**src/rtl/rr_arbiter8.sv**
```systemverilog
// rr_arbiter8: round-robin arbiter for 8 requesters with a hold limit.
// Grant, index, valid and timeout are all registered outputs.
module rr_arbiter8 #(
    parameter int MAX_HOLD = 16
) (
    input  logic       clk,
    input  logic       rst,
    input  logic [7:0] req,
    input  logic       rel,
    output logic [7:0] gnt,
    output logic [2:0] gnt_idx,
    output logic       gnt_valid,
    output logic       timeout
);

    localparam int CW = $clog2(MAX_HOLD);
    localparam logic [CW-1:0] LIMIT = CW'(MAX_HOLD - 1);

    typedef enum logic {IDLE, BUSY} state_t;

    state_t        state, state_d;
    logic [2:0]    ptr, ptr_d;
    logic [CW-1:0] cnt, cnt_d;
    logic [7:0]    gnt_d;
    logic [2:0]    idx_d;
    logic          vld_d, to_d;
    logic          found;
    logic [2:0]    win;
    logic          drop, at_limit;

    // Rotating search starting at ptr; wraps past 7 naturally in 3 bits.
    always_comb begin
        found = 1'b0;
        win   = 3'd0;
        for (int i = 0; i < 8; i++) begin
            if (!found && req[ptr + 3'(i)]) begin
                found = 1'b1;
                win   = ptr + 3'(i);
            end
        end
    end

    assign drop     = rel || !req[gnt_idx];
    assign at_limit = (cnt == LIMIT);

    always_ff @(posedge clk or posedge rst) begin
        if (rst) begin
            state     <= IDLE;
            ptr       <= 3'd0;
            cnt       <= '0;
            gnt       <= 8'd0;
            gnt_idx   <= 3'd0;
            gnt_valid <= 1'b0;
            timeout   <= 1'b0;
        end else begin
            state     <= state_d;
            ptr       <= ptr_d;
            cnt       <= cnt_d;
            gnt       <= gnt_d;
            gnt_idx   <= idx_d;
            gnt_valid <= vld_d;
            timeout   <= to_d;
        end
    end

    always_comb begin
        state_d = state;
        unique case (state)
            IDLE: if (found) state_d = BUSY;
            BUSY: if (drop || at_limit) state_d = IDLE;
            default: state_d = IDLE;
        endcase
    end

    always_comb begin
        gnt_d = gnt;
        idx_d = gnt_idx;
        vld_d = gnt_valid;
        ptr_d = ptr;
        cnt_d = cnt;
        to_d  = 1'b0;
        unique case (state)
            IDLE: begin
                if (found) begin
                    gnt_d = 8'd1 << win;
                    idx_d = win;
                    vld_d = 1'b1;
                    ptr_d = win + 3'd1;
                    cnt_d = '0;
                end
            end
            BUSY: begin
                // Release/drop outranks the limit, so a tie never times out.
                if (drop || at_limit) begin
                    gnt_d = 8'd0;
                    idx_d = 3'd0;
                    vld_d = 1'b0;
                    to_d  = !drop;
                end else begin
                    cnt_d = cnt + 1'b1;
                end
            end
            default: begin
                gnt_d = 8'd0;
                idx_d = 3'd0;
                vld_d = 1'b0;
            end
        endcase
    end

endmodule

```
**config.mk**
```make
export PLATFORM = sky130hd
export DESIGN_NAME = rr_arbiter8
export DESIGN_NICKNAME = d
export VERILOG_FILES = /design/src/rtl/rr_arbiter8.sv
export SDC_FILE = /design/constraint.sdc
export NUM_CORES = 1
export LEC_CHECK = 0
export CORE_ASPECT_RATIO = 1.2
export CORE_MARGIN = 2
export CORE_UTILIZATION = 50
export CTS_CLUSTER_SIZE = 20
export DETAILED_ROUTE_END_ITERATION = 6
export PLACE_DENSITY_LB_ADDON = 0.3
export SYNTH_ARGS = -nofsm -noshare
export SYNTH_HDL_FRONTEND = slang
export SYNTH_SLANG_ARGS = --single-unit
```
**constraint.sdc**
```tcl
create_clock -name clk -period 3.9 [get_ports clk]
set_input_delay 0.585 -clock clk [delete_from_list [all_inputs] [get_ports clk]]
set_output_delay 0.585 -clock clk [all_outputs]
set_load 0.05 [all_outputs]
```
==> impl_metrics.json, run 1 <==
{
  "outcome": "complete, no violations",
  "synth_nets": 221,
  "max_stage_delay_ps": 490,
  "portBuffers": 23,
  "start_util": 0.512,
  "r2r-start": "ptr[0]$_DFFE_PP0P_",
  "io_pins": 24,
  "pre_cts_slack_ps": 211,
  "grt_util_all_layers": 0.255,
  "reg2reg_slack_ps": 300,
  "max_freq_mhz": 278,
  "ys_types": 49,
  "syn_to_final_growth_pct": 19.0,
  "clk_transition_reported_paths_ps": 70,
  "setup_viol": 0,
  "path_class": "reg2reg",
  "timing_hold_violations_final": 0,
  "grt_first_pass_wirelength_mm": 8.44,
  "drc": 0,
  "slew_headroom": 0.483,
  "min-delay-start": "gnt[4]$_DFFE_PP0P_",
  "synth_edf_count": 0,
  "drtPass1Iterations": 4,
  "dp_hpwl_mm": 3.92,
  "ys_seq_elements": 21,
  "root_buffer": "clkbuf_8",
  "antenna_found_initial": 0,
  "cp_num_buf_inv": 4,
  "syn_inst": 202,
  "cts_buffers": 3,
  "drv_slew": 0,
  "hold_path_class": "reg2reg",
  "reg2reg_depth": 15,
  "syn-cell-area_um2": 1990,
  "ant_nets": 0,
  "finalNonFillerCells": 285,
  "use_met2": 0.416,
  "worstPathMaxFanout": 9,
  "crit_arrival_ps": 3740,
  "grt-busiest-layer": "met2",
  "nFillCells": 339,
  "ys_seq_area_frac": 0.264,
  "die_w_um": 61.5,
  "timing.rr.end": "ptr[2]$_DFFE_PP0P_",
  "slowest_stage": "mux4_2",
  "critPathTopFamily": "adder cells",
  "num_rows": 25,
  "critical_path_required_ps": 4040,
  "worst_slack_ps": 301,
  "gp_congestion": 0.959,
  "grt.overflow.total": 0,
  "dieArea_um2": 4500,
  "cts_num_sinks": 21,
  "worstHoldEndpoint": "gnt[4]$_DFFE_PP0P_",
  "vias": 1755,
  "cts_tree": "built",
  "antennaDiodeCount": 0,
  "cp-start-kind": "flop",
  "final.setup_skew_ps": 2.07,
  "syn_area_per_cell_um2": 9.84,
  "clock_path_buffers": 2,
  "htreeDepth": 1,
  "first_global_vias": 1720,
  "postSynth.asyncResetShare": 1.00,
  "drv_cap": 0,
  "tns_ps": 0,
  "wirelength_mm": 5.12,
  "post-route-period-util": 0.923,
  "end_kind": "flop",
  "die_h_um": 73.1,
  "fin_crit_ps": 3600,
  "first_iter_violations": 136,
  "core_um2": 3880,
  "met3_usage": 0.0266,
  "path_cells": "inv_1 > ha_2 > buf_4 > mux2i_1 > mux4_2 > a22o_1 > buf_4 > nand4b_1 > o2111ai_1 > a21oi_1 > inv_1 > ha_1 > ha_1 > nand2_1 > o21ai_0",
  "layout.nets": 251,
  "max_slew.worst_pin.slew_ps": 774,
  "use_met1": 0.336,
  "hold-path-cell-count": 2,
  "grt_start_max_net_pins": 22,
  "dp.cells": 281,
  "clk_latency_ps": 260,
  "rsz0062_at_grt": "false",
  "post_drt_wl_per_cell_um": 18.0,
  "avgViaCountPerCell": 6.16,
  "drive_gt1_frac": 0.203,
  "synthFlopType": "dfrtp_1",
  "yosys_warnings": 0
}
==> kinds of logic (layout without fill, tap and decap cells) <==
logic type	after synthesis	after routing	synth area share
xor gates and xnor gates	5	5	0.0220
AOI/OAI and AO/OA	47	47	0.162
adders and majority gates	8	8	0.0504
muxes	38	38	0.309
DFF	21	21	0.264
and+or+nand+nor	59	59	0.135
buffers and inverters	24	53	0.0567
==> flip-flops by register name (all words and copies together) (netlist names) <==
name       count
ptr            3
gnt_valid      1
cnt            4
timeout        1
gnt            8
gnt_idx        3
state          1
==> metal layers <==
| metal | routed length, um | vias up |
|---|---|---|
| li1 | - | 820 |
| met1 | 2060 | 858 |
| met2 | 2600 | 65 |
| met3 | 279 | 12 |
| met4 | 176 | 0 |
| met5 | 0 | - |
==> how the worst max path moves through the flow <==
stage,from,to,slack (ps),depth (start not counted)
6_report,ptr[0]$_DFFE_PP0P_,ptr[2]$_DFFE_PP0P_,300,15
5_1_grt,ptr[0]$_DFFE_PP0P_,ptr[2]$_DFFE_PP0P_,70,15
4_1_cts,ptr[0]$_DFFE_PP0P_,ptr[2]$_DFFE_PP0P_,250,15
3_5_place_dp,req[1],ptr[2]$_DFFE_PP0P_,210,12
3_3_place_gp,req[0],ptr[2]$_DFFE_PP0P_,260,11
2_1_floorplan,ptr[1]$_DFFE_PP0P_,ptr[2]$_DFFE_PP0P_,360,14
==> cells in the final DEF, fill, tap and decap left out, types with 6 or more instances in the layout <==
cell and count:
o21ai_1 8, ha_1 7, o21ai_0 7, clkdlybuf4s50_1 23, nor2_1 11, mux4_2 16, dfrtp_1 21, inv_1 12
buf_4 12, mux2i_1 15, a21oi_1 6, nand3_1 6, nand2_1 29
==> Yosys cell counts, drive strengths merged, types with 2 or more instances <==
cell type	n	share of area
nand2	29	0.055
dfrtp	21	0.26
mux2i	18	0.11
mux4	16	0.18
o21ai	15	0.038
inv	14	0.026
nor2	11	0.021
buf	9	0.028
ha	8	0.050
a21oi	6	0.015
nand3	6	0.015
a211oi	5	0.021
mux2	4	0.023
xor2	4	0.018
a21boi	2	0.0076
a22o	2	0.0088
a31oi	2	0.0063
a32oi	2	0.0088
and3	2	0.0069
nand4	2	0.0063
nor2b	2	0.0063
o21a	2	0.0082
o22ai	2	0.0063
or3	2	0.0063
==> worst reg2reg max path, delay by kind of cell, from the launching register on <==
family                     cells  cell delay [ps]
adders and majority gates      3              900
and+or+nand+nor                2              150
muxes                          2              620
buffers and inverters          4              680
AOI/OAI and AO/OA              4              740
DFF                            1              380
==> cell type report <==
class	instances	area [um2]	area share
Multi-Input combinational cell	157	1350	0.572
Sequential cell	21	526	0.222
Timing Repair Buffer	35	320	0.136
Tap cell	54	67.6	0.0286
Inverter	14	52.6	0.0222
Clock buffer	3	41.3	0.0175
Clock inverter	1	5.00	0.00212
==> through the flow <==
step                cell area, um2  utilization  hold WS, ps
finish                        2360        0.609          482
detailed placement            2310        0.597          463
global placement              2310        0.597          465
floorplan                     1990            -          477
CTS                           2360        0.609          491
global route                  2360        0.609          523
==> timing repair <==
item                       in CTS  in global routing
buffers inserted                0                  0
hold buffers                    0                  0
resized for setup               0                  1
setup endpoints to repair       0                  1
Power of run 1 is left out: the tool's default activity adds up to more than one toggle a clock period on the data nets, which glitch-free logic cannot reach.
==> run 2: changes to the inputs <==
- SKIP_LAST_GASP: not set -> 1
- clock period: 3.9 -> 4 ns (I/O delays scaled with it)
==> run 2 against run 1 <==
Compared with the run above: critical path depth decreased by 3; worst hold slack improved by 2.4 ps; die area did not move; via count grew 0.34%; core utilization is 0.48 points lower; register-to-register slack got worse by 100 ps; worst setup slack got worse by 100 ps; routed wire length is 3.4% lower; critical endpoint unchanged; largest cell class unchanged.
==> impl_metrics.json, run 2 (synthesized netlist as in run 1, its figures left out) <==
{
  "largest_reg_flops": 8,
  "cts_num_sinks": 21,
  "cts-resized-gates": 0,
  "first_global_vias": 1681,
  "io_pins": 24,
  "grt_start_max_net_pins": 22,
  "critPathLaunch": "ptr[0]$_DFFE_PP0P_",
  "die_w_um": 61.5,
  "outcome": "complete, no violations",
  "layout_common_cells": "29 x nand2_1, 23 x clkdlybuf4s50_1, 21 x dfrtp_1, 16 x mux4_2, 15 x mux2i_1",
  "cts_tree": "built",
  "antennaDiodeCount": 0,
  "post_drt_wl_per_cell_um": 17.5,
  "tns_ps": 0,
  "htreeDepth": 1,
  "path_common_cell": "ha_1",
  "setup_viol": 0,
  "min-delay-start": "gnt[4]$_DFFE_PP0P_",
  "hold-path-cell-count": 2,
  "wirelength_mm": 4.94,
  "gp_congestion": 0.958,
  "cts_setup_buffers": 0,
  "cts_buffers": 3,
  "dp_hpwl_mm": 3.81,
  "ant_nets": 0,
  "r2r-start": "ptr[0]$_DFFE_PP0P_",
  "drc": 0,
  "largestRegisters": "gnt: 8 flops, cnt: 4 flops",
  "rsz0062_at_grt": "false",
  "holdWs_ps": 484,
  "layout.nets": 249,
  "worstHoldEndpoint": "gnt[4]$_DFFE_PP0P_",
  "holdBufCountCts": 0,
  "grt.overflow.total": 0,
  "hold_path_class": "reg2reg",
  "cp_num_buf_inv": 2,
  "crit_arrival_ps": 3930,
  "dieArea_um2": 4500,
  "avgViaCountPerCell": 6.22,
  "num_rows": 25,
  "root_buffer": "clkbuf_8",
  "path_cells": "inv_1 > ha_1 > mux4_2 > mux2_2 > a221oi_1 > o211ai_1 > a21oi_1 > inv_1 > ha_1 > ha_1 > nand2_1 > o21ai_0",
  "vias": 1761,
  "grt_util_all_layers": 0.248,
  "syn_to_final_growth_pct": 18.0,
  "end_kind": "flop",
  "core_um2": 3880,
  "drtPass1Iterations": 4,
  "timing_hold_violations_final": 0,
  "cp-start-kind": "flop",
  "max_stage_delay_ps": 680,
  "clk_latency_ps": 260,
  "drv_slew": 0,
  "slowest_stage": "ha_1",
  "clock_path_buffers": 2,
  "first_iter_violations": 107,
  "slew_headroom": 0.475,
  "critPathTopFamily": "adder cells",
  "grt_first_pass_wirelength_mm": 8.29,
  "fin_crit_ps": 3800,
  "start_util": 0.512,
  "drv_cap": 0,
  "reg2reg_slack_ps": 200,
  "regMostFlops": "gnt",
  "clk_transition_reported_paths_ps": 70,
  "portBuffers": 23,
  "worstPathMaxFanout": 12,
  "drive_gt1_frac": 0.188,
  "post-route-period-util": 0.951,
  "max_slew.worst_pin.slew_ps": 786,
  "final.setup_skew_ps": 1.77,
  "antenna_found_initial": 0,
  "die_h_um": 73.1,
  "max_freq_mhz": 263,
  "final_common_cell": "nand2_1",
  "path_class": "reg2reg",
  "critical_path_required_ps": 4130,
  "timing.rr.end": "ptr[2]$_DFFE_PP0P_",
  "reg2reg_depth": 12
}
## run 2: changes by cell type in the layout (fill, tap and decap cells not counted)
cell / previous run / this run
clkbuf_1: 0 / 1
buf_4: 12 / 10
clkinv_2: 1 / 0
ha_2: 1 / 0
ha_1: 7 / 8
## run 2: tightest hold or removal path, stage by stage, from the launching register on
cell	delay, ps
dfrtp_1	340
nand2_1	50
o21ai_1	60
## run 2: through the flow
| step | util | instance area, um2 | instances | setup slack, ps |
|---|---|---|---|---|
| final | 0.605 | 2340 | 283 | 197 |
| after global routing | 0.605 | 2340 | 283 | 8.69 |
| after CTS | 0.605 | 2340 | 283 | 213 |
| after detailed placement | 0.593 | 2300 | 279 | 272 |
| after global placement | 0.593 | 2300 | 279 | 323 |
| after floorplan | - | 1990 | 202 | 461 |
## run 2: layer usage
| layer | routed length (um) | GRT usage |
|---|---|---|
| met1 | 2100 | 0.335 |
| met5 | 0 | 0 |
| met4 | 130 | 0.102 |
| met3 | 175 | 0.0177 |
| met2 | 2540 | 0.407 |
## run 2: area by class of cell
| type | count | area [um2] |
|---|---|---|
| inverters | 14 | 52.6 |
| multi-input cells | 157 | 1350 |
| repair buffers | 33 | 305 |
| flip-flops and latches | 21 | 526 |
| well taps | 54 | 67.6 |
| clock buffers | 4 | 45.0 |
| fillers | 359 | 1530 |
## run 2: worst max path at each step
stage / end / slack (ps) / cells after the start
6_report: ptr[2]$_DFFE_PP0P_ / 200 / 12
5_1_grt: ptr[2]$_DFFE_PP0P_ / 9 / 13
4_1_cts: ptr[2]$_DFFE_PP0P_ / 210 / 12
3_5_place_dp: ptr[2]$_DFFE_PP0P_ / 270 / 12
3_3_place_gp: ptr[2]$_DFFE_PP0P_ / 320 / 12
2_1_floorplan: ptr[2]$_DFFE_PP0P_ / 460 / 14
Power of run 2 is left out for the same reason.
==> run 3: changes to the inputs <==
- PLACE_DENSITY: not set -> 0.77
- PLACE_DENSITY_LB_ADDON: 0.3 -> not set
==> run 3 against run 2 <==
Compared with the run above: maximum frequency rose by 4.3%; flip-flop and latch count did not move; highest routed layer unchanged; count of clock-buffer cells in the layout fell by 1; cell count fell by 0.71%; register-to-register slack improved by 160 ps; via count fell by 3.5%.
==> impl_metrics.json, run 3 (synthesized netlist as in run 1, its figures left out) <==
{
  "drc": 0,
  "clk_transition_reported_paths_ps": 80,
  "timing.rr.end": "ptr[2]$_DFFE_PP0P_",
  "final_common_cell": "nand2_1",
  "cts_setup_buffers": 0,
  "root_buffer": "clkbuf_8",
  "ant_nets": 0,
  "tns_ps": 0,
  "clk_latency_ps": 260,
  "num_rows": 25,
  "htreeDepth": 1,
  "post_drt_wl_per_cell_um": 17.2,
  "critPathTopFamily": "adder cells",
  "io_pins": 24,
  "max_stage_delay_ps": 480,
  "layout.nets": 247,
  "largest_reg_flops": 8,
  "core_um2": 3880,
  "worstPathMaxFanout": 13,
  "reg2reg_slack_ps": 350,
  "antenna_found_initial": 0,
  "timing_hold_violations_final": 0,
  "die_w_um": 61.5,
  "path_class": "reg2reg",
  "path_common_cell": "ha_1",
  "grt_start_max_net_pins": 22,
  "layout_common_cells": "29 x nand2_1, 23 x clkdlybuf4s50_1, 21 x dfrtp_1, 16 x mux4_2, 15 x mux2i_1",
  "drtPass1Iterations": 4,
  "first_global_vias": 1686,
  "vias": 1699,
  "rsz0062_at_grt": "false",
  "cts_num_sinks": 21,
  "holdBufCountCts": 0,
  "hold-path-cell-count": 2,
  "reg2reg_depth": 14,
  "outcome": "complete, no violations",
  "dieArea_um2": 4500,
  "post-route-period-util": 0.912,
  "start_util": 0.512,
  "final.setup_skew_ps": 6.09,
  "slew_headroom": 0.471,
  "path_cells": "inv_1 > ha_1 > buf_4 > mux2i_1 > mux4_2 > a22o_1 > and2_1 > o211a_1 > a211oi_2 > inv_1 > ha_1 > ha_1 > nand2_1 > o21ai_0",
  "drive_gt1_frac": 0.185,
  "gp_congestion": 0.867,
  "cp-start-kind": "flop",
  "crit_arrival_ps": 3780,
  "portBuffers": 23,
  "drv_slew": 0,
  "fin_crit_ps": 3650,
  "end_kind": "flop",
  "max_slew.worst_pin.slew_ps": 792,
  "wirelength_mm": 4.82,
  "first_iter_violations": 99,
  "cp_num_buf_inv": 3,
  "grt.overflow.total": 0,
  "cts-resized-gates": 0,
  "drv_cap": 0,
  "hold_path_class": "reg2reg",
  "avgViaCountPerCell": 6.05,
  "antennaDiodeCount": 0,
  "slowest_stage": "mux4_2",
  "worstHoldEndpoint": "gnt_valid$_DFFE_PP0P_",
  "min-delay-start": "gnt_valid$_DFFE_PP0P_",
  "cts_tree": "built",
  "r2r-start": "ptr[0]$_DFFE_PP0P_",
  "dp_hpwl_mm": 3.75,
  "clock_path_buffers": 2,
  "grt_first_pass_wirelength_mm": 8.09,
  "regMostFlops": "gnt",
  "cts_buffers": 3,
  "setup_viol": 0,
  "critical_path_required_ps": 4140,
  "grt_util_all_layers": 0.240,
  "syn_to_final_growth_pct": 17.3,
  "largestRegisters": "gnt: 8 flops, cnt: 4 flops",
  "die_h_um": 73.1,
  "max_freq_mhz": 274
}
-- run 3: cell count changes in the layout (fill, tap and decap cells not counted), sizes merged --
cell,change
buf,-2
clkbuf,-1
clkinv,+1
-- run 3: metal layers --
| metal | vias to the layer above | GRT usage | routed length, um |
|---|---|---|---|
| li1 | 803 | - | - |
| met1 | 830 | 0.300 | 1890 |
| met2 | 54 | 0.416 | 2560 |
| met3 | 12 | 0.0301 | 229 |
| met4 | 0 | 0.0851 | 137 |
| met5 | - | 0 | 0 |
-- run 3: per-stage QoR --
step / std cells / util / hold WS, ps / setup slack, ps / area, um2
final: 281 / 0.601 / 488 / 353 / 2330
after global routing: 281 / 0.601 / 513 / 115 / 2330
after CTS: 281 / 0.601 / 487 / 358 / 2330
after detailed placement: 277 / 0.589 / 468 / 243 / 2280
after global placement: 277 / 0.589 / 461 / 323 / 2280
after floorplan: 202 / - / 477 / 461 / 1990
-- run 3: final cells by class --
type / instances / area, um2
Clock buffer: 3 / 41.3
Clock inverter: 1 / 5.00
Fill cell: 336 / 1550
Inverter: 14 / 52.6
Multi-Input combinational cell: 157 / 1350
Sequential cell: 21 / 526
Tap cell: 54 / 67.6
Timing Repair Buffer: 31 / 290
-- run 3: worst register-to-register path: stages, from the launching register on --
cell and delay (ps):
dfrtp_1 350, inv_1 130, ha_1 470, buf_4 280
mux2i_1 120, mux4_2 480, a22o_1 350, and2_1 200
o211a_1 220, a211oi_2 230, inv_1 80, ha_1 210
ha_1 270, nand2_1 50, o21ai_0 60
-- run 3: worst max path at each step --
stage	end	cells after the start	slack, ps	from
2_1_floorplan	ptr[2]$_DFFE_PP0P_	14	460	ptr[1]$_DFFE_PP0P_
3_3_place_gp	ptr[2]$_DFFE_PP0P_	11	320	req[1]
3_5_place_dp	ptr[2]$_DFFE_PP0P_	11	240	req[0]
4_1_cts	ptr[2]$_DFFE_PP0P_	14	360	ptr[0]$_DFFE_PP0P_
5_1_grt	ptr[2]$_DFFE_PP0P_	14	120	ptr[0]$_DFFE_PP0P_
6_report	ptr[2]$_DFFE_PP0P_	14	350	ptr[0]$_DFFE_PP0P_
Power of run 3 is left out for the same reason.
